**config.mk**
```make
export PLATFORM = sky130hd
export DESIGN_NAME = ase_session_ctrl
export DESIGN_NICKNAME = d
export VERILOG_FILES = /design/src/rtl/ase_session_ctrl.sv
export SDC_FILE = /design/constraint.sdc
export NUM_CORES = 1
export LEC_CHECK = 0
export CAP_MARGIN = 20
export CORE_UTILIZATION = 45
export DETAILED_ROUTE_END_ITERATION = 6
export PLACE_DENSITY = 0.73
export SLEW_MARGIN = 20
export SYNTH_ARGS = -nofsm -noshare
export SYNTH_HDL_FRONTEND = slang
export SYNTH_SLANG_ARGS = --single-unit
```
**constraint.sdc**
```tcl
create_clock -name clk -period 12.4 [get_ports clk]
set_clock_uncertainty 0.1 [all_clocks]
set_input_delay 2.48 -clock clk [delete_from_list [all_inputs] [get_ports clk]]
set_output_delay 2.48 -clock clk [all_outputs]
set_load 0.005 [all_outputs]
```
**src/rtl/ase_session_ctrl.sv**
```systemverilog
// ASE session lifecycle controller: latches run config, gates AFU reset,
// counts completed sessions and decides when to request simulation kill.
module ase_session_ctrl #(
  parameter int DRAIN_CYCLES = 64,
  parameter int CNT_W        = 32
) (
  input  logic             clk,
  input  logic             rst_n,
  input  logic             cfg_valid,
  input  logic [2:0]       cfg_mode,
  input  logic [CNT_W-1:0] cfg_timeout,
  input  logic [CNT_W-1:0] cfg_num_tests,
  input  logic             session_start,
  input  logic             session_end,
  input  logic             activity,
  input  logic             sw_kill_req,
  output logic             afu_reset_n,
  output logic             sim_kill,
  output logic [2:0]       state,
  output logic [CNT_W-1:0] test_count,
  output logic             timeout_fire,
  output logic             cfg_err
);

  typedef enum logic [2:0] {
    IDLE  = 3'd0,
    READY = 3'd1,
    RUN   = 3'd2,
    DRAIN = 3'd3,
    KILL  = 3'd4
  } state_t;

  localparam logic [2:0] M_DAEMON  = 3'd1;
  localparam logic [2:0] M_TMO     = 3'd2;
  localparam logic [2:0] M_SW      = 3'd3;
  localparam logic [2:0] M_REGRESS = 3'd4;

  localparam int DW = (DRAIN_CYCLES > 1) ? $clog2(DRAIN_CYCLES) : 1;
  localparam logic [DW-1:0] DRAIN_LAST = DW'(DRAIN_CYCLES - 1);

  state_t           st, st_nxt;
  logic [2:0]       mode_q;
  logic [CNT_W-1:0] timeout_q, num_tests_q, idle_cnt;
  logic [DW-1:0]    drain_cnt;

  logic             mode_legal, cfg_open, kill_en, in_rr;
  logic             sw_kill, tmo_hit, drain_done, complete;
  logic [2:0]       mode_eff;
  logic [CNT_W-1:0] cnt_inc;

  assign mode_legal = (cfg_mode >= M_DAEMON) && (cfg_mode <= M_REGRESS);
  assign mode_eff   = mode_legal ? cfg_mode : M_DAEMON;
  assign cfg_open   = (st == IDLE) || (st == READY);
  assign in_rr      = (st == READY) || (st == RUN);
  assign kill_en    = (mode_q == M_SW) || (mode_q == M_REGRESS);

  assign sw_kill    = sw_kill_req && kill_en && (in_rr || (st == DRAIN));
  assign tmo_hit    = (mode_q == M_TMO) && (timeout_q != '0) && !activity &&
                      in_rr && (idle_cnt == timeout_q - 1'b1);
  assign drain_done = (st == DRAIN) && !activity && (drain_cnt == DRAIN_LAST);
  assign cnt_inc    = (&test_count) ? test_count : test_count + 1'b1;

  // Priority inside a cycle: sw kill, then timeout, then end, then start.
  always_comb begin
    st_nxt   = st;
    complete = 1'b0;
    case (st)
      IDLE:  if (cfg_valid) st_nxt = READY;
      READY: begin
        if (sw_kill || tmo_hit) st_nxt = KILL;
        else if (session_start) st_nxt = RUN;
      end
      RUN: begin
        if (sw_kill || tmo_hit) st_nxt = KILL;
        else if (session_end)   st_nxt = DRAIN;
      end
      DRAIN: begin
        if (sw_kill) st_nxt = KILL;
        else if (drain_done) begin
          complete = 1'b1;
          case (mode_q)
            M_SW:      st_nxt = KILL;
            M_REGRESS: st_nxt = (cnt_inc >= num_tests_q) ? KILL : READY;
            default:   st_nxt = READY;
          endcase
        end
      end
      KILL:    st_nxt = KILL;
      default: st_nxt = IDLE;
    endcase
  end

  always_ff @(posedge clk or negedge rst_n) begin
    if (!rst_n) begin
      st           <= IDLE;
      afu_reset_n  <= 1'b0;
      sim_kill     <= 1'b0;
      timeout_fire <= 1'b0;
      cfg_err      <= 1'b0;
      test_count   <= '0;
    end else begin
      st           <= st_nxt;
      afu_reset_n  <= (st_nxt == RUN);
      sim_kill     <= (st_nxt == KILL);
      timeout_fire <= tmo_hit && !sw_kill;
      if (cfg_valid && (!cfg_open || !mode_legal)) cfg_err <= 1'b1;
      if (complete) test_count <= cnt_inc;
    end
  end

  // Config is only accepted while no session is in flight.
  always_ff @(posedge clk or negedge rst_n) begin
    if (!rst_n) begin
      mode_q      <= '0;
      timeout_q   <= '0;
      num_tests_q <= '0;
    end else if (cfg_valid && cfg_open) begin
      mode_q      <= mode_eff;
      timeout_q   <= cfg_timeout;
      num_tests_q <= (cfg_num_tests == '0) ? CNT_W'(1) : cfg_num_tests;
    end
  end

  always_ff @(posedge clk or negedge rst_n) begin
    if (!rst_n) begin
      idle_cnt <= '0;
    end else if (!in_rr || (st_nxt != st) || activity || session_start) begin
      idle_cnt <= '0;
    end else if (!(&idle_cnt)) begin
      idle_cnt <= idle_cnt + 1'b1;
    end
  end

  always_ff @(posedge clk or negedge rst_n) begin
    if (!rst_n) begin
      drain_cnt <= '0;
    end else if ((st != DRAIN) || activity || (drain_cnt == DRAIN_LAST)) begin
      drain_cnt <= '0;
    end else begin
      drain_cnt <= drain_cnt + 1'b1;
    end
  end

  assign state = st;

endmodule

```
==> summary.txt <==
Final layout
  • Core Util, Final: 0.565
  • N_diodes: 0
  • Filler cells: ~1,800
  • Layout Nets: about 1,200
  • Share of layout cells above drive strength 1: 0.0494
  • Area Growth Syn to Fin: 21.2%

Synth
  • Main flop type after synthesis: dfrtp_1
  • Synth Net Count: roughly 1,100
  • Ys Warns: 0
  • EDFF count, synth: 0
  • Seq/Total Area, Yosys: 0.407
  • Syn Area/Cell: between 8 and 9 um2
  • Mapped Cells: 1,029
  • Synth Cell Area: slightly below 9000 um2
  • Flops & latches, synth: 144
  • Post-synth top area share: 0.407
  • Synth top cells by count: nand2_1 (193), dfrtp_1 (144), nor2_1 (96)
  • Netlist cell types: 65
  • Top post-synthesis cells by area: dfrtp_1 (41%), nand2_1 (8.2%), xnor2_1 (7.5%)
  • Post-synth top area cell: dfrtp_1
  • Asr flop ratio synth: 1.00
  • Count leader, synth: nand2_1

Clocking
  • TritonCTS clock tree: done
  • Clock root buffer: clkbuf_16
  • Clock Path Buffers: 2
  • H-tree depth: 4
  • CTS Hold Bufs: 0
  • Sink Count: between 100 and 150
  • Resize count post-CTS: 0
  • Post-CTS setup buffers: 0
  • Clock transition at the registers of the reported paths: approximately 0.06 ns
  • Clock latency on the worst-skew pair: 0.43 ns
  • Clock buffer count from CTS: 17

Floorplan
  • Initial core utilization: 0.466
  • Area of the die: just over 20,000 um2
  • I/O pins: 113
  • Die Wd: 142 um
  • Core region area: between 15,000 and 20,000 um2
  • Die height: between 100 and 150 um
  • Row Count: 50

Timing
  • Final period util: 0.440
  • Final Hold Violating Endpoints: 0
  • Slew margin rel.: 0.363
  • Worst Tran Pin Value: roughly 0.96 ns
  • Total Neg Setup Slack: 0 ns
  • Pins over their slew limit: 0
  • Final setup viols: 0
  • RSZ-0062 raised after global routing: no
  • Max Freq: about 0.18 GHz
  • Minimum clock period: around 5.5 ns

Worst setup path
  • Endpoint type of the worst setup path: flop
  • Worst Path Required: approximately 13 ns
  • CP max stage cell: nor4_1
  • Max FO, Critical Path: 32
  • Worst Path Arrival: between 5 and 6 ns
  • Crit Path Class: flop to flop
  • Buf+Inv Stages, Crit Path: 0
  • Crit start category: flop
  • Worst path most repeated cell: nor2_1
  • Crit-path max cell delay: around 0.65 ns
  • Crit path cell chain: and4_1 -> nand4_1 -> nor4_1 -> nand2_1 -> or3_1 -> nor2_1 -> xor2_1 -> ha_1 -> nand4_1 -> nor2_1 -> nand3_1 -> a2111oi_0 -> o31ai_1 -> a21oi_1 -> o221ai_1 -> nand4b_2 -> nor2_1
  • Crit path max-delay family: simple AND/OR/NAND/NOR gates

Detailed routing
  • Post-DR vias/cell: approximately 5.4
  • Remaining antenna violation count after routing: 0
  • Drt pass-1 iters: 5
  • Iteration-0 DRC Markers: 456
  • Per-cell routed wire length: 16.2 um
  • Routed WL: about 23,000 um
  • Via count: around 7,600
  • Post-route DRC: 0

Power and ir drop
  • Power Dens Cells: 170 nW/um2
  • Leakage power: 4.62 nW
  • Worst VDD drop: between 0.1 and 0.15 mV

Global route
  • Largest net degree at the start of global routing: about 100
  • Total gr overflow: 0
  • Global-route wire length before repair: roughly 37,000 um
  • Vias in the first global route: 7,478
  • Total Routing Usage GR: 0.235
  • Initial antenna violation count: 0

Flow run
  • Max cap viols: 0

Placement
  • RePlAce Congestion: about 1
  • I/O Buffers: approximately 110
  • Hpwl dp: approximately 17,000 um

Worst hold path
  • Hold crit path type: flop to flop

Outcome
  • Status: finished clean
through the flow:
step / hold WS, ns / instance area (um2) / total power, W / cells / setup WS [ns]
after floorplan: 0.331 / 8860 / 0.00113 / 1029 / 7.87
after global placement: 0.354 / 10100 / 0.00130 / 1362 / 6.93
after detailed placement: 0.357 / 10200 / 0.00132 / 1363 / 7.01
after CTS: 0.366 / 10700 / 0.00184 / 1394 / 6.99
after global routing: 0.388 / 10700 / 0.00196 / 1394 / 6.46
final: 0.366 / 10700 / 0.00183 / 1394 / 6.94
worst reg2reg max path, delay by kind of cell (launching register included):
kind / cells / cell delay [ns]
XOR/XNOR: 1 / 0.10
adder cells (fa/ha/maj): 1 / 0.30
flip-flops: 1 / 0.53
AO/OA/AOI/OAI: 4 / 1.03
AND/OR/NAND/NOR: 11 / 3.24
cell families (layout without fill, tap and decap cells):
group | count (synthesis) | after routing | share of synthesized area
simple gates | 505 | 505 | 0.278
mux | 4 | 4 | 0.00466
xor+xnor | 137 | 137 | 0.135
flops | 144 | 144 | 0.407
compound gates | 115 | 115 | 0.0824
fa+ha+maj | 36 | 36 | 0.0508
buf+inv | 88 | 193 | 0.0418
path summary, 6_finish.rpt:
kind | cells after the start | slack, ns | start | to
hold / removal | 1 | 0.37 | drain_cnt[0] | drain_cnt[0]
hold reg to reg | 1 | 0.37 | drain_cnt[0] | drain_cnt[0]
max in group asynchronous | 2 | 8.89 | rst_n | test_count[14]
min in group asynchronous | 1 | 1.97 | rst_n | timeout_q[9]
setup reg to reg | 17 | 6.94 | test_count[3] | idle_cnt[14]
setup / recovery | 17 | 6.94 | test_count[3] | idle_cnt[14]
placed cells by master, fill, tap and decap left out, types with 24 or more instances in the layout:
cell             count
inv_1               46
nor3_1              24
nand3_1             45
clkdlybuf4s50_1    111
xor2_1              61
nor4_1              26
nand2_1            193
ha_1                36
nor2_1              96
dfrtp_1            144
nand4_1             30
o21ai_0             47
xnor2_1             76
per-layer routing:
layer	wire (um)	vias up	global-route usage
li1	-	3716	-
met1	9930	3617	0.297
met2	11000	221	0.389
met3	1110	40	0.0552
met4	585	0	0.0877
met5	0	-	0
layout make-up:
cell class / instances / area, um2 / area share
clock buffer: 18 / 439 / 0.0409
multi-input combinational: 797 / 4890 / 0.455
inverter: 46 / 173 / 0.0161
clock inverter: 13 / 135 / 0.0126
sequential: 144 / 3600 / 0.336
timing repair buffer: 116 / 1170 / 0.109
tap: 260 / 325 / 0.0303
state kept, by name, summed over array words and instances (netlist names):
register / cells
afu_reset_n: 1
cfg_err: 1
drain_cnt: 6
idle_cnt: 32
mode_q: 3
num_tests_q: 32
sim_kill: 1
state: 3
test_count: 32
timeout_fire: 1
timeout_q: 32
report_power, final:
part	switching [W]	leakage (nW)	internal, W
Sequential	0.000121	1.86	0.000583
Combinational	0.000362	2.48	0.000254
Clock	0.000207	0.283	0.000300
Note: power is estimated with default switching activity, not from simulation.
